===== config.mk =====
export PLATFORM = sky130hd
export DESIGN_NAME = gray2bin_seq_ctrl
export DESIGN_NICKNAME = d
export VERILOG_FILES = /design/src/rtl/gray_pkg.sv /design/src/rtl/gray_xor_step.sv /design/src/rtl/gray2bin_seq_ctrl.sv
export SDC_FILE = /design/constraint.sdc
export NUM_CORES = 1
export LEC_CHECK = 0
export BUFFER_PORTS_ARGS = -buffer_cell sky130_fd_sc_hd__buf_2
export CORE_MARGIN = 2
export CORE_UTILIZATION = 47
export DETAILED_ROUTE_END_ITERATION = 10
export GPL_TIMING_DRIVEN = 0
export HOLD_SLACK_MARGIN = 0.12
export PLACE_DENSITY = 0.84
export SYNTH_ARGS = -nofsm -noshare
export SYNTH_HDL_FRONTEND = slang
export SYNTH_SLANG_ARGS = --single-unit

===== constraint.sdc =====
create_clock -name clk -period 1.5 [get_ports clk]
set_input_delay 0.3 -clock clk [delete_from_list [all_inputs] [get_ports clk]]
set_output_delay 0.3 -clock clk [all_outputs]
set_load 0.01 [all_outputs]

===== src/rtl/gray_pkg.sv =====
// Shared types and constants for the bit-serial gray-to-binary controller.
// Holds the FSM encoding, the default word width and a reference conversion.
package gray_pkg;

  localparam int GRAY_WIDTH = 3;

  typedef enum logic [1:0] {
    ST_IDLE = 2'd0,
    ST_CONV = 2'd1,
    ST_DONE = 2'd2
  } state_t;

  // Whole-word reference conversion for benches; bits at and above w are zero.
  function automatic logic [31:0] gray2bin_ref(
    input logic [31:0] g,
    input int unsigned w
  );
    logic [31:0] b;
    b = g;
    for (int unsigned i = 1; i < w; i++) begin
      b = b ^ (g >> i);
    end
    if (w < 32) begin
      b = b & ((32'd1 << w) - 32'd1);
    end
    return b;
  endfunction

endpackage


===== src/rtl/gray_xor_step.sv =====
// One step of gray-to-binary conversion: the next binary bit is the
// previous binary bit XORed with the current gray bit.
module gray_xor_step (
  input  logic prev_b_i,
  input  logic g_bit_i,
  output logic b_bit_o
);

  assign b_bit_o = prev_b_i ^ g_bit_i;

endmodule


===== src/rtl/gray2bin_seq_ctrl.sv =====
// Bit-serial gray-to-binary controller, MSB first, one XOR step per cycle.
// Word in over valid/ready, result out over valid/ready, completed-word count.
module gray2bin_seq_ctrl
  import gray_pkg::*;
#(
  parameter int WIDTH = GRAY_WIDTH,
  parameter int CNT_W = 8
) (
  input  logic             clk,
  input  logic             rst,
  input  logic             in_valid,
  output logic             in_ready,
  input  logic [0:WIDTH-1] in_gray,
  output logic             out_valid,
  input  logic             out_ready,
  output logic [0:WIDTH-1] out_bin,
  output logic             busy,
  output logic [CNT_W-1:0] word_cnt
);

  localparam int IDX_W = $clog2(WIDTH);
  localparam logic [IDX_W-1:0] LAST = IDX_W'(WIDTH - 1);
  localparam logic [IDX_W-1:0] ONE  = IDX_W'(1);

  state_t             state_q, state_d;
  logic [IDX_W-1:0]   idx_q, idx_d;
  logic [0:WIDTH-1]   g_q, g_d;
  logic [0:WIDTH-1]   bin_q, bin_d;
  logic [CNT_W-1:0]   cnt_q, cnt_d;

  logic [IDX_W-1:0]   idx_m1;
  logic               prev_b;
  logic               step_b;

  // Previous binary bit feeding the shared step; MSB has no predecessor.
  always_comb begin
    idx_m1 = idx_q - ONE;
    prev_b = 1'b0;
    if (idx_q != '0) begin
      prev_b = bin_q[idx_m1];
    end
  end

  gray_xor_step u_step (
    .prev_b_i (prev_b),
    .g_bit_i  (g_q[0]),
    .b_bit_o  (step_b)
  );

  // State, index, shift register, result and counter registers.
  always_ff @(posedge clk) begin
    if (rst) begin
      state_q <= ST_IDLE;
      idx_q   <= '0;
      g_q     <= '0;
      bin_q   <= '0;
      cnt_q   <= '0;
    end else begin
      state_q <= state_d;
      idx_q   <= idx_d;
      g_q     <= g_d;
      bin_q   <= bin_d;
      cnt_q   <= cnt_d;
    end
  end

  // Next-state logic and handshake outputs.
  always_comb begin
    state_d   = state_q;
    idx_d     = idx_q;
    g_d       = g_q;
    bin_d     = bin_q;
    cnt_d     = cnt_q;
    in_ready  = 1'b0;
    out_valid = 1'b0;
    busy      = 1'b0;
    unique case (state_q)
      ST_IDLE: begin
        in_ready = 1'b1;
        if (in_valid) begin
          g_d     = in_gray;
          idx_d   = '0;
          bin_d   = '0;
          state_d = ST_CONV;
        end
      end
      ST_CONV: begin
        busy         = 1'b1;
        bin_d[idx_q] = step_b;
        g_d          = {g_q[1:WIDTH-1], 1'b0};
        if (idx_q == LAST) begin
          idx_d   = '0;
          state_d = ST_DONE;
        end else begin
          idx_d = idx_q + ONE;
        end
      end
      ST_DONE: begin
        busy      = 1'b1;
        out_valid = 1'b1;
        if (out_ready) begin
          cnt_d   = cnt_q + CNT_W'(1);
          state_d = ST_IDLE;
        end
      end
      default: begin
        state_d = ST_IDLE;
      end
    endcase
  end

  assign out_bin  = bin_q;
  assign word_cnt = cnt_q;

endmodule


==> summary.md <==
| Metric | Value |
|---|---|
| CP Max Fanout | `3` |
| Post-route cell area | `1162 um2` |
| Setup crit end kind | `primary output` |
| Setup TNS | `0 ps` |
| Seq/Total Area, Yosys | `37.40%` |
| Vias/cell | `5.266` |
| Synth warn | `0` |
| DRT iter0 DRCs | `9` |
| Min cycle time layout | `~1400 ps` |
| Routed Antenna Nets | `0` |
| Seq cells post-synth | `18` |
| IO buf count | `20` |
| Post-DP Area | `1097 um2` |
| Post-Synth XOR/XNOR Area | `6.364%` |
| Initial antenna violation count | `0` |
| WP data arrival | `1150 ps` |
| Root buffer cell | `clkbuf_4` |
| Crit Path Category | `reg -> out` |
| R2r startpoint | `idx_q[0]` |
| Post-Syn Area | `963.4 um2` |
| Reg-to-reg setup timing slack | `approximately 52 ps` |
| Later-pin clock latency in the skew report | `around 300 ps` |
| Simple-gate share of the synthesized area | `20.52%` |
| Via count | `832` |
| Drt wl/cell | `12.11 um` |
| # hold bufs at CTS | `0` |
| Slew HR | `74.38%` |
| H-tree Lvls | `1` |
| Final setup fails | `0` |
| Compound-gate portion of the synthesized area | `13.64%` |
| Required time worst endpoint | `approximately 1200 ps` |
| RSZ-0062 raised after global routing | `no` |
| Die Wd | `49.28 um` |
| Total congestion overflow | `0` |
| RePlAce Congestion | `0.8181` |
| Worst hold path class | `in -> reg` |
| Final hold violations | `0` |
| Worst min-delay path endpoint | `g_q[2]` |
| Layout cells sized above 1 | `a little under 30%` |
| Clk_skew | `approximately 3.9 ps` |
| Post-DP HPWL | `1.461 mm` |
| Cell count of the worst reg-to-reg path | `6` |
| TritonCTS clock tree | `done` |
| Post-Syn Instances | `around 110` |
| Mapped Nets | `122` |
| Reg-to-Reg End | `out_bin[1]` |
| Inserted Clock Buffers | `3` |
| Clock Pin Slew Worst Setup and Hold Paths | `about 110 ps` |
| Run status | `finished clean` |
| Hold depth | `3` |
| VDD IR max | `0.0005399 V` |
| Placeable Area | `1942 um2` |
| Routed WL | `between 1.5 and 2 mm` |
| PwrDens | `936.6 nW/um2` |
| Vias in the first global route | `764` |
| Layout net count | `147` |
| Worst min-delay path startpoint | `in_gray[2]` |
| Tightest Pin Transition | `384.3 ps` |
| Adder-cell area share of the yosys netlist | `10.39%` |
| Largest net degree at the start of global routing | `11` |
| Post-Syn Area per Cell | `9.004 um2` |
| Tot GR Track Use | `16.21%` |
| IO Pins | `21` |
| Starting Density | `49.61%` |
| # diodes | `0` |
| Part of the cycle the worst path needs | `96.53%` |
| Total iterations of the first detailed-routing run | `4` |
| Num rows | `16` |
| Pleak | `0.5016 nW` |
| Number of max-cap violations | `0` |
| First-pass GRT wire length | `3.146 mm` |
| DR DRC count | `0` |
| Post-synthesis mux area share | `6.753%` |
| Worst-case clock buffer depth | `2` |
| Area grow syn2layout | `20.65%` |
| Clock sinks | `18` |
| Fin. max-slew vios | `0` |
| Largest family of logic cells by synthesized area | `simple AND/OR/NAND/NOR gates` |
| Die Y | `49.28 um` |
| F_max | `690.6 MHz` |
| Die Area | `2428 um2` |
| Critical Path Source Type | `flip-flop` |
| Synth cell types | `31` |
report_power, final:
group | internal (mW) | total, mW | switching (mW)
registers | 0.503 | 0.524 | 0.0208
clock network | 0.148 | 0.310 | 0.162
logic | 0.113 | 0.255 | 0.141
flip-flops by register name, indices dropped and copies added (netlist names):
signal	flops
word_cnt	8
g_q	3
out_bin	3
idx_q	2
state_q	2
per-stage QoR:
stage	total power, mW	hold WS (ps)	setup slack, ps	std cells	util (%)
after floorplan	0.7090	431.6	35.06	107	-
after global placement	0.7557	445.3	-57.44	154	56.51
after detailed placement	0.7677	448.3	-100.5	154	56.51
after CTS	1.080	262.8	15.71	158	59.34
after global routing	1.135	264.7	2.065	158	59.86
final	1.089	262.6	51.98	158	59.86
worst max-delay path by stage:
stage	start	to	slack [ps]
2_1_floorplan	idx_q[0]	out_bin[1]	40
3_3_place_gp	idx_q[0]	out_bin[1]	-60
3_5_place_dp	idx_q[0]	out_bin[1]	-100
4_1_cts	state_q[1]	busy	20
5_1_grt	state_q[1]	in_ready	2
6_report	state_q[1]	busy	50
per-layer routing:
layer	up-vias	wire length, um	track usage [%]	part of all wire [%]
met5	-	0	0	0
met4	0	14	6.667	0.73
met3	2	67	3.067	3.5
met2	16	926	28.38	48
met1	388	905	19.23	47
li1	426	-	-	-
area by class of cell:
| type | instances | area, um2 |
|---|---|---|
| buffer | 5 | 32.53 |
| inverter | 5 | 18.77 |
| timing repair buffer | 20 | 100.1 |
| fill | 180 | 779.5 |
| clock buffer | 4 | 36.28 |
| sequential | 18 | 366.6 |
| tap | 27 | 33.78 |
| multi-input combinational | 79 | 574.3 |
layout by cell type (no fill, tap or decap), types with 2 or more instances in the layout:
cell type / synthesis / final
a21oi_1: 3 / 3
nand3_1: 4 / 4
o21ai_0: 3 / 2
ha_1: 8 / 6
nor2_1: 15 / 15
a211oi_1: 2 / 2
dfxtp_1: 18 / 15
buf_2: 2 / 22
nand2b_1: 3 / 3
a32oi_1: 2 / 2
nand3b_1: 2 / 2
nand4_1: 4 / 4
clkbuf_4: 0 / 3
and3_1: 5 / 5
xor2_1: 6 / 6
inv_1: 4 / 4
mux2i_1: 5 / 5
nand2_1: 5 / 5
dfxtp_2: 0 / 2
o211ai_1: 2 / 2
timing repair:
| action | CTS | global route |
|---|---|---|
| resized for setup | 5 | 4 |
| setup buffers | 0 | 0 |
| gates cloned | 0 | 0 |
| endpoints found under the setup margin | 6 | 6 |
| hold endpoints to repair | 0 | 0 |
| pin swaps | 1 | 1 |
cell usage after synthesis:
library cell | count | area share, %
dfxtp_1 | 18 | 37
nor2_1 | 15 | 5.8
ha_1 | 8 | 10
xor2_1 | 6 | 5.5
and3_1 | 5 | 3.2
mux2i_1 | 5 | 5.2
nand2_1 | 5 | 1.9
inv_1 | 4 | 1.6
nand3_1 | 4 | 2.1
nand4_1 | 4 | 2.6
a21oi_1 | 3 | 1.6
nand2b_1 | 3 | 1.9
o21ai_0 | 3 | 1.6
a211oi_1 | 2 | 1.6
a32oi_1 | 2 | 1.8
buf_2 | 2 | 1.0
buf_4 | 2 | 1.6
nand3b_1 | 2 | 1.6
o211ai_1 | 2 | 1.6
a211oi_2 | 1 | 1.3
a221oi_1 | 1 | 0.91
a311oi_1 | 1 | 0.91
a31oi_1 | 1 | 0.65
and2_1 | 1 | 0.65
buf_1 | 1 | 0.39
inv_2 | 1 | 0.39
mux2_4 | 1 | 1.6
nor2b_1 | 1 | 0.65
o211ai_2 | 1 | 1.3
o21ai_1 | 1 | 0.52
xnor2_1 | 1 | 0.91
kinds of logic after synthesis:
family / Yosys count
mux: 6
flops: 18
simple gates: 40
fa+ha+maj: 8
compound gates: 18
buf+inv: 10
xor+xnor: 7
worst max-delay path: stages (launching register included):
cell and delay [ps]:
dfxtp_2 370, inv_1 60, ha_2 300, buf_2 120
(Power assumes the default switching activity.)
